`src/rtl/if_fetch_stage.sv`:
```
// RV32I instruction-fetch stage: PC register, single-outstanding imem request,
// IF/ID pipeline register, one-entry stall buffer and wrong-path response kill.
module if_fetch_stage #(
    parameter logic [31:0] RESET_PC  = 32'h0000_0000,
    parameter logic [31:0] NOP_INSTR = 32'h0000_0013
) (
    input  logic        clk,
    input  logic        rst,
    input  logic        stall,
    input  logic        flush,
    input  logic [31:0] branch_target,
    output logic        imem_req,
    output logic [31:0] imem_addr,
    input  logic        imem_ready,
    input  logic [31:0] imem_rdata,
    output logic [31:0] IF_ID_pc,
    output logic [31:0] IF_ID_pc_plus4,
    output logic [31:0] IF_ID_instr,
    output logic        IF_ID_valid
);

    typedef enum logic [1:0] {IDLE, FETCH, HOLD, KILL} state_t;

    state_t      state;
    logic [31:0] pc;
    logic [31:0] buffer;
    logic [31:0] kill_addr;
    logic [31:0] target;
    logic [31:0] pc_next;

    assign target    = {branch_target[31:2], 2'b00};
    assign pc_next   = pc + 32'd4;
    // In KILL the wrong-path request must stay on the bus until memory accepts it.
    assign imem_addr = (state == KILL) ? kill_addr : pc;

    always_ff @(posedge clk or posedge rst) begin
        if (rst) begin
            state          <= IDLE;
            imem_req       <= 1'b0;
            pc             <= RESET_PC;
            buffer         <= NOP_INSTR;
            kill_addr      <= 32'h0;
            IF_ID_pc       <= 32'h0;
            IF_ID_pc_plus4 <= 32'h4;
            IF_ID_instr    <= NOP_INSTR;
            IF_ID_valid    <= 1'b0;
        end else begin
            case (state)
                IDLE: begin
                    state    <= FETCH;
                    imem_req <= 1'b1;
                end
                FETCH: begin
                    if (flush) begin
                        pc          <= target;
                        IF_ID_instr <= NOP_INSTR;
                        IF_ID_valid <= 1'b0;
                        if (!imem_ready) begin
                            kill_addr <= pc;
                            state     <= KILL;
                        end
                    end else if (imem_ready && !stall) begin
                        IF_ID_pc       <= pc;
                        IF_ID_pc_plus4 <= pc_next;
                        IF_ID_instr    <= imem_rdata;
                        IF_ID_valid    <= 1'b1;
                        pc             <= pc_next;
                    end else if (imem_ready) begin
                        buffer   <= imem_rdata;
                        state    <= HOLD;
                        imem_req <= 1'b0;
                    end else if (!stall) begin
                        IF_ID_instr <= NOP_INSTR;
                        IF_ID_valid <= 1'b0;
                    end
                end
                HOLD: begin
                    if (flush) begin
                        buffer      <= NOP_INSTR;
                        pc          <= target;
                        IF_ID_instr <= NOP_INSTR;
                        IF_ID_valid <= 1'b0;
                        state       <= FETCH;
                        imem_req    <= 1'b1;
                    end else if (!stall) begin
                        IF_ID_pc       <= pc;
                        IF_ID_pc_plus4 <= pc_next;
                        IF_ID_instr    <= buffer;
                        IF_ID_valid    <= 1'b1;
                        pc             <= pc_next;
                        state          <= FETCH;
                        imem_req       <= 1'b1;
                    end
                end
                KILL: begin
                    if (flush)
                        pc <= target;
                    if (imem_ready)
                        state <= FETCH;
                    if (!stall) begin
                        IF_ID_instr <= NOP_INSTR;
                        IF_ID_valid <= 1'b0;
                    end
                end
                default: begin
                    state    <= IDLE;
                    imem_req <= 1'b0;
                end
            endcase
        end
    end

endmodule
```
`config.mk`:
```
export PLATFORM = sky130hd
export DESIGN_NAME = if_fetch_stage
export DESIGN_NICKNAME = d
export VERILOG_FILES = /design/src/rtl/if_fetch_stage.sv
export SDC_FILE = /design/constraint.sdc
export NUM_CORES = 1
export LEC_CHECK = 0
export BUFFER_PORTS_ARGS = -buffer_cell sky130_fd_sc_hd__buf_2
export CORE_ASPECT_RATIO = 0.7
export CORE_UTILIZATION = 58
export DETAILED_ROUTE_END_ITERATION = 16
export PLACE_DENSITY = 0.87
export SYNTH_ARGS = -nofsm -noshare
export SYNTH_HDL_FRONTEND = slang
export SYNTH_SLANG_ARGS = --single-unit
```
`constraint.sdc`:
```
create_clock -name clk -period 13.1 [get_ports clk]
set_input_delay 2.62 -clock clk [delete_from_list [all_inputs] [get_ports clk]]
set_output_delay 2.62 -clock clk [all_outputs]
set_load 0.03 [all_outputs]
```
* Word level (Yosys, flattened, before mapping)
Cells that the tools add are included.
** Operators by class
- $add $sub $neg :: 1
- Equal/unequal tests :: 18
- Muxes and demuxes :: 47
- Bitwise logic cells :: 1
- Reductions and logical operators :: 13
** Operator list (number)
- 32-bit 2-to-1 mux :: 22
- 32-bit case mux with 2 select lines :: 3
- 32-bit case mux with 3 select lines :: 2
- 32-bit by 3-bit adder with 32-bit output (second input constant) :: 1
- 5-bit AND reduction :: 4
- 2-bit inequality test (second input constant) :: 9
- 3-bit inequality test (second input constant) :: 5
- 2-bit 2-to-1 mux :: 7
- 1-bit 2-to-1 mux :: 10
- 2-bit case mux with 4 select lines :: 1
- 1-bit case mux with 3 select lines :: 2
- 3-bit AND reduction :: 2
- 3-bit nonzero test :: 2
- 2-bit equality test (second input constant) :: 2
- 4-bit inequality test (second input constant) :: 1
- 4-bit AND reduction :: 1
- 2-bit by 1-bit equality test with 1-bit output (second input constant) :: 1
- 2-bit logical NOT :: 1
- 2-bit nonzero test :: 1
- 1-bit logical AND :: 1
- 1-bit logical NOT :: 1
- 1-bit NOT :: 1
** Storage, ports and cells
- Flip-flop bits (word level) :: 196
- Input bits :: 69
- Output and inout bits :: 130
- Word-level logic and storage cells :: 89

* Depth between registers and ports, before layout
Gate-level depths: netlist of run 1.
- Depth after elaboration :: 5
- Mapped depth :: 8
- Depth with buffers taken out :: 6

* Worst setup path before layout of run 1
OpenSTA, ideal clock, no wires.
- Path type :: input -> register
- Start :: in stall
- End :: reg IF_ID_pc[25]
- Setup time :: 0.128 ns
- Arrival :: 4.124 ns
- Path slack :: 8.848 ns
- Stages on the path :: 7
- Cells stage by stage :: buf_2 > nor2b_1 > a211oi_4 > nand2_2 > buf_2 > buf_2 > mux2_1
** Between the ends
- Cells in the longest elaborated chain, start to end :: 4
- Elaborated cells between the ends (all ways) :: 5
- Classes of those cells :: eq/ne: 2; reduce/logical: 3
** Ends and longest elaborated chain
- start, declared :: line 9 : input logic stall,
- 1-bit logical NOT
- 1-bit logical AND :: line 62 : end else if (imem_ready && !stall) begin
- 2-bit inequality test (no source line)
- 5-bit AND reduction (no source line) *
- end signal, assigned :: line 63 : IF_ID_pc <= pc;
- end signal, assigned :: line 86 : IF_ID_pc <= pc;
- end, declared :: line 16 : output logic [31:0] IF_ID_pc,
Mark *: on every way between the ends. The rest lies on a longest branch, timed or not.
A chain may end at the register's enable or synchronous reset.

* Worst setup path in the final report of run 1
- Start :: in flush
- End :: reg pc[24]
** Between the ends
- Cells in the longest elaborated chain, start to end :: 2
- Elaborated cells between the ends (all ways) :: 7
- Classes of those cells :: eq/ne: 3; mux: 3; reduce/logical: 1
** Ends and longest elaborated chain
- start, declared :: line 10 : input logic flush,
- 3-bit inequality test (no source line), or another cell as far along
- 4-bit AND reduction (no source line) or 32-bit case mux with 3 select lines (tied branches)
- end signal, assigned :: line 55 : pc <= target;
- end signal, assigned :: line 67 : pc <= pc_next;
- end signal, assigned :: line 80 : pc <= target;
- end, declared :: line 25 : logic [31:0] pc;
Several ways; a longest one is shown, not always the timed one.

==> results of run 1 <==
[cell families after synthesis]
family	after synthesis	synth area share
adder cells (fa/ha/maj)	1	0.00143
AO/OA/AOI/OAI	210	0.166
flip-flops	188	0.540
buffers and inverters	80	0.0431
multiplexers	86	0.111
XOR/XNOR	23	0.0231
AND/OR/NAND/NOR	193	0.115
other	1	0.000430
[metrics by stage]
| stage | instances | utilization | area, um^2 | setup slack, ns | power [mW] |
|---|---|---|---|---|---|
| finish | 1143 | 0.701 | 10300 | 8.17 | 2.08 |
| global route | 1143 | 0.701 | 10300 | 8.05 | 2.18 |
| CTS | 1140 | 0.701 | 10300 | 8.25 | 2.09 |
| detailed placement | 1108 | 0.661 | 9700 | 7.80 | 1.57 |
| global placement | 1108 | 0.661 | 9700 | 7.86 | 1.54 |
| floorplan | 787 | - | 8750 | 5.38 | 1.37 |
[final cells by class]
class | instances | area (um^2) | share of cell area
Clock inverter | 14 | 151 | 0.0147
Timing Repair Buffer | 201 | 1030 | 0.100
Antenna cell | 3 | 7.51 | 0.000729
Sequential cell | 188 | 4710 | 0.458
Inverter | 5 | 26.3 | 0.00255
Tap cell | 195 | 244 | 0.0237
Multi-Input combinational cell | 519 | 3690 | 0.358
Clock buffer | 18 | 429 | 0.0417
[registers in the layout, indices dropped and copies added (netlist names)]
name	flops
kill_addr	30
IF_ID_instr	32
IF_ID_valid	1
IF_ID_pc	30
imem_req	1
IF_ID_pc_plus4	30
pc	30
state	2
buffer	32
[cells in the final DEF, fill, tap and decap left out, types with 4 or more instances in the layout]
| cell | count |
|---|---|
| xnor2_1 | 8 |
| mux2_2 | 74 |
| nor2b_1 | 7 |
| buf_4 | 11 |
| nor2_1 | 14 |
| o21ai_1 | 26 |
| xor2_1 | 15 |
| clkbuf_16 | 17 |
| o22ai_1 | 6 |
| a21oi_1 | 23 |
| a22o_1 | 29 |
| a22oi_1 | 37 |
| mux2_1 | 11 |
| nand3_1 | 21 |
| nor3_1 | 10 |
| or3_1 | 5 |
| dfrtp_1 | 181 |
| nand2b_1 | 4 |
| inv_8 | 4 |
| a21o_1 | 10 |
| o21ai_0 | 46 |
| and3_1 | 10 |
| inv_6 | 4 |
| inv_1 | 4 |
| o22a_1 | 4 |
| a2bb2oi_1 | 4 |
| conb_1 | 6 |
| nand4_1 | 11 |
| dfstp_2 | 7 |
| nand2_1 | 86 |
| and4_1 | 4 |
| a221o_1 | 11 |
| buf_2 | 190 |
[worst register-to-register path, delay by kind of cell (launching register included)]
kind,cells,cell delay [ns]
buffers and inverters,2,1.03
and+or+nand+nor,3,0.93
DFF,1,0.63
AOI/OAI and AO/OA,2,0.42
[power by group]
group          switching, mW  internal (mW)  leakage [nW]
Sequential             0.135          0.747          2.32
Clock                  0.247          0.271         0.276
Combinational          0.435          0.247          2.19
[worst paths after layout]
path / cells past startpoint / end / slack (ns) / from
worst max-delay path: 8 / pc[24] / 8.17 / flush
worst min-delay path: 2 / IF_ID_instr[13] / 0.48 / IF_ID_instr[13]
min in group asynchronous: 2 / IF_ID_pc[25] / 2.36 / rst
max in group asynchronous: 3 / IF_ID_pc[18] / 9.33 / rst
worst min register to register: 2 / IF_ID_instr[13] / 0.48 / IF_ID_instr[13]
worst max register to register: 7 / pc[24] / 9.98 / state[0]
[layer usage]
metal  GRT usage  part of all wire  vias up
li1            -                 -     3120
met1       0.436              0.46     3380
met2       0.429              0.45      304
met3      0.0616             0.071       39
met4      0.0898             0.021        0
met5           0                 0        -
==> run metrics, run 1 <==
DR vias 6843; Top Ports 199; FMAX 203 MHz; most common cell in the netlist dfrtp_1; Main synth FF type dfrtp_1; Synth top area share 0.519; Syn-to-layout area delta 17.9%; Total GRT Usage 0.293; RSZ-0062 raised after global routing no; largest net degree at the start of global routing 120; GRT overflow 0; DRT iter0 DRCs 534; crit-path leading delay family buffers and inverters; FF+latch count, synth 188; # rows 37; initial core utilization 0.595; Core Region 0.0147 mm^2; DR DRC count 1; largest area contributor in the netlist dfrtp_1; Crit Path Category input port to flip-flop; first-pass GRT wire length 35500 um; die area 0.0156 mm^2; clock transition at the registers of the reported paths 0.08 ns; hpwl dp 14300 um; commonest cells in the netlist 181 x dfrtp_1, 86 x nand2_1, 74 x mux2_2, 46 x o21ai_0, 37 x a22oi_1; Synth async-reset ratio 1.00; TritonCTS buffer count 17; vias in the first global route 6607; pwr dens 202 mW/mm^2; worst slew pin tran 1.18 ns; Worst Path Buf+Inv 3; Root Driver clkbuf_16; global placement routability congestion 0.832; Via-to-Cell Ratio 5.99; Skew-Pair Late Insertion Delay 0.43 ns; TritonRoute pass-1 iters 12; Fill cells 1043; post-CTS setup buffer count 0; CTS Sinks 188; CTS tree yes; Post-synth EDFFs 0; maximum VDD drop 123 uV; Final Skew 0.0192 ns; Slowest cell on crit path buf_4; Pleak 4.78 nW; Synth Area per Inst 11.2 um^2; max cap viols 0; CP Cell Sequence buf_2 -> nor2b_1 -> a211oi_4 -> buf_4 -> nand2_4 -> buf_4 -> nor3_1 -> a221o_1; layout cells sized above 1 0.352; Startpoint Class input port; register area share after synthesis 0.540; final setup fails 0; die height 105 um; endpoints failing hold 0; CTS Buffer Depth 2; Worst EP required 13.40 ns; Synth area leaders dfrtp_1 52%, mux2_2 9.5%, nand2_1 3.7%; initial antenna violation count 3; hold slack 0.478 ns; outcome finished, violations left; failing checks DRC; yosys warns 0; hold_buf cts 0; Die W 149 um; final max-slew violation count 0; Worst Hold Class flip-flop to flip-flop; wirelength, routed 21800 um; Syn Std Cell Area 0.00873 mm^2; routed wire length per instance 19.1 um; fin crit share 0.376; WP data arrival 5.23 ns; endpoint class of the critical path flip-flop; critical path fanouts, max 96; critical path's largest stage delay 0.77 ns; Tmin final 4.93 ns; post-synthesis cell type count 56; Final #Nets 1002; post-CTS sizing 0; final antenna-violating net count 0; Rel. slew slack 0.215; cell mode on critical path buf_4; post-synthesis cell count 782; TNS Setup 0 ns; deepest level of the CTS H-tree 4; Port Buf Inserts 190
Power figures use the tool's default switching activity.
==> inputs of run 2 (changes only) <==
--- a/config.mk
+++ b/config.mk
@@ -7,9 +7,9 @@
 export LEC_CHECK = 0
 export BUFFER_PORTS_ARGS = -buffer_cell sky130_fd_sc_hd__buf_2
 export CORE_ASPECT_RATIO = 0.7
-export CORE_UTILIZATION = 58
+export CORE_UTILIZATION = 49
 export DETAILED_ROUTE_END_ITERATION = 16
-export PLACE_DENSITY = 0.87
+export PLACE_DENSITY = 0.78
 export SYNTH_ARGS = -nofsm -noshare
 export SYNTH_HDL_FRONTEND = slang
 export SYNTH_SLANG_ARGS = --single-unit
==> constraint.sdc (replaced) <==
create_clock -name clk -period 4.4 [get_ports clk]
set_input_delay 0.88 -clock clk [delete_from_list [all_inputs] [get_ports clk]]
set_output_delay 0.88 -clock clk [all_outputs]
set_load 0.03 [all_outputs]
==> run 2 against run 1 <==
The run now ends clean. First-iteration DRC count is 14% lower. Design area is 1.0% higher. Clock skew is 0.0056 ns lower. Worst setup slack worse by 6.9 ns. Cell count is 3.1% higher. Utilization is 9.9 points lower. Die area is 18% higher. Sequential share of layout area is 0.47 points lower. Clock power grew to 3.1 times the previous value. Non-clock buffer count is 2 higher. Clock-buffer cell count is 1 higher. Largest cell class unchanged.
==> run metrics, run 2 (same netlist as run 1, synthesis figures left out) <==
outcome finished clean; Rel. slew slack 0.209 (-0.00601); TNS Setup 0 ns (unchanged); final setup fails 0 (unchanged); hold slack 0.476 ns (-0.00191 ns); power share of the combinational group 0.326 (-0.002); Crit Path Category flip-flop to output port; CTS tree yes; Root Driver clkbuf_16; Area after DPL 0.00980 mm^2 (+0.97%); Worst Hold Class flip-flop to flip-flop; layout cells sized above 1 0.355 (+0.00242); endpoint class of the critical path output port; wirelength, routed 21900 um (about the same); # rows 40 (+8.1%); DR DRC count 0 (-1); Place WS 1.42 ns (-6.38 ns); die height 114 um (+8.6%); CTS Buffer Depth 2 (unchanged); first-pass GRT wire length 34800 um (-1.9%); pwr dens 599 mW/mm^2 (+200%); Skew-Pair Late Insertion Delay 0.43 ns (about the same); FMAX 325 MHz; DR vias 6770 (-1.1%); WP data arrival 2.20 ns (-3.03 ns); R2R depth 3 (-4); CP startpoint state[1]; clock transition at the registers of the reported paths 0.07 ns (about the same); Die W 162 um (+8.7%); Top Ports 199 (unchanged); worst slew pin tran 1.19 ns (+0.00901 ns); max cap viols 0 (unchanged); fin crit share 0.699; Worst Hold Launch IF_ID_instr[28]; Reg-to-Reg Start state[0]; switching pwr 2.43 mW (+200%); Worst EP required 3.52 ns (-9.88 ns); Final #Nets 1004 (+0.20%); area of the multi-input gates 0.00369 mm^2 (unchanged); Final Skew 0.0136 ns (-0.00556 ns); Fill cells 1454 (+39%); CTS Sinks 188 (unchanged); Port Buf Inserts 190 (unchanged); Final Worst Setup Slack 1.32 ns (-6.85 ns); most common cell after layout, fill and taps aside buf_2; final antenna-violating net count 0 (unchanged); post-CTS sizing 0 (unchanged); sw frac 0.390 (-0.00307); hpwl dp 14600 um (+2.4%); critical path fanouts, max 31 (-68%); clock power share 0.253 (+0.004); Core Region 0.0173 mm^2 (+18%); endpoints failing hold 0 (unchanged); Tmin final 3.08 ns; post-CTS setup buffer count 0 (unchanged); die area 0.0184 mm^2 (+18%); DRT iter0 DRCs 460 (-14%); Post-Layout Inst Area 0.0104 mm^2 (+1.0%); maximum VDD drop 397 uV (+220%); Startpoint Class flip-flop; TritonCTS buffer count 17 (unchanged); FF+latch area 0.00471 mm^2 (unchanged); Syn-to-layout area delta 19.1%; largest net degree at the start of global routing 85 (-29%); GRT overflow 0 (unchanged); Via-to-Cell Ratio 5.74 (-4.1%); top flop regs IF_ID_instr: 32 flops, buffer: 32 flops; initial core utilization 0.506 (-0.0893); Pleak 4.81 nW (+0.65%); vias in the first global route 6272 (-5.1%); global placement routability congestion 0.807 (-3.0%); hold depth 2 (unchanged); RSZ-0062 raised after global routing no; initial antenna violation count 2 (-1); Pint 3.81 mW (+200%); most frequent cells in the layout 190 x buf_2, 181 x dfrtp_1, 86 x nand2_1, 74 x mux2_2, 46 x o21ai_0; Total GRT Usage 0.246 (-0.0470); Flop pwr share 0.421 (-0.003); hold_buf cts 0 (unchanged); final max-slew violation count 0 (unchanged); deepest level of the CTS H-tree 4 (unchanged); TritonRoute pass-1 iters 6 (-6); routed wire length per instance 18.5 um (-3.0%)
## run 2: cell count changes in the layout (fill, tap and decap cells not counted), sizes merged
cell      before  now
buf          201  203
clkinv         3    1
diode          3    1
clkbuf        18   19
clkinvlp       3    4
## run 2: stage by stage
stage,util,total power [mW],std cells
finish,0.602,6.23,1179
global route,0.602,6.53,1179
CTS,0.602,6.26,1178
detailed placement,0.567,4.68,1146
global placement,0.567,4.62,1146
floorplan,-,4.08,787
## run 2: path summary, 6_finish.rpt
path	endpoint	slack (ns)
worst max-delay path	imem_addr[23]	1.32
worst min-delay path	IF_ID_instr[28]	0.48
worst max register to register	IF_ID_instr[29]	1.94
worst min register to register	IF_ID_instr[28]	0.48
max in group asynchronous	kill_addr[17]	2.88
min in group asynchronous	IF_ID_pc[26]	0.61
## run 2: layout make-up
class,instances,share of cell area
sequential,188,0.453
multi-input combinational,519,0.354
timing repair buffer,203,0.104
clock buffer,19,0.0436
tap,231,0.0278
clock inverter,13,0.0141
inverter,5,0.00217
antenna,1,0.000241
## run 2: routing by layer
metal  track usage  wire, um  vias up
met4        0.0686       260        2
li1              -         -     3133
met5             0        13        -
met1         0.373     10500     3349
met3        0.0560      1500       22
met2         0.351      9600      264
## run 2: power groups by stage
stage / clock network [mW] / registers [mW] / logic [mW]
after floorplan: 0 / 2.97 / 1.12
after global placement: 0 / 2.61 / 2.01
after detailed placement: 0 / 2.65 / 2.04
after CTS: 1.60 / 2.62 / 2.05
after global routing: 1.68 / 2.70 / 2.16
final: 1.58 / 2.63 / 2.03
## run 2: critical path, cell delays in order, from the launching register on
cell     delay (ns)
dfrtp_1        0.53
nand2_1        0.19
buf_4          0.45
mux2_2         0.42
buf_2          0.18
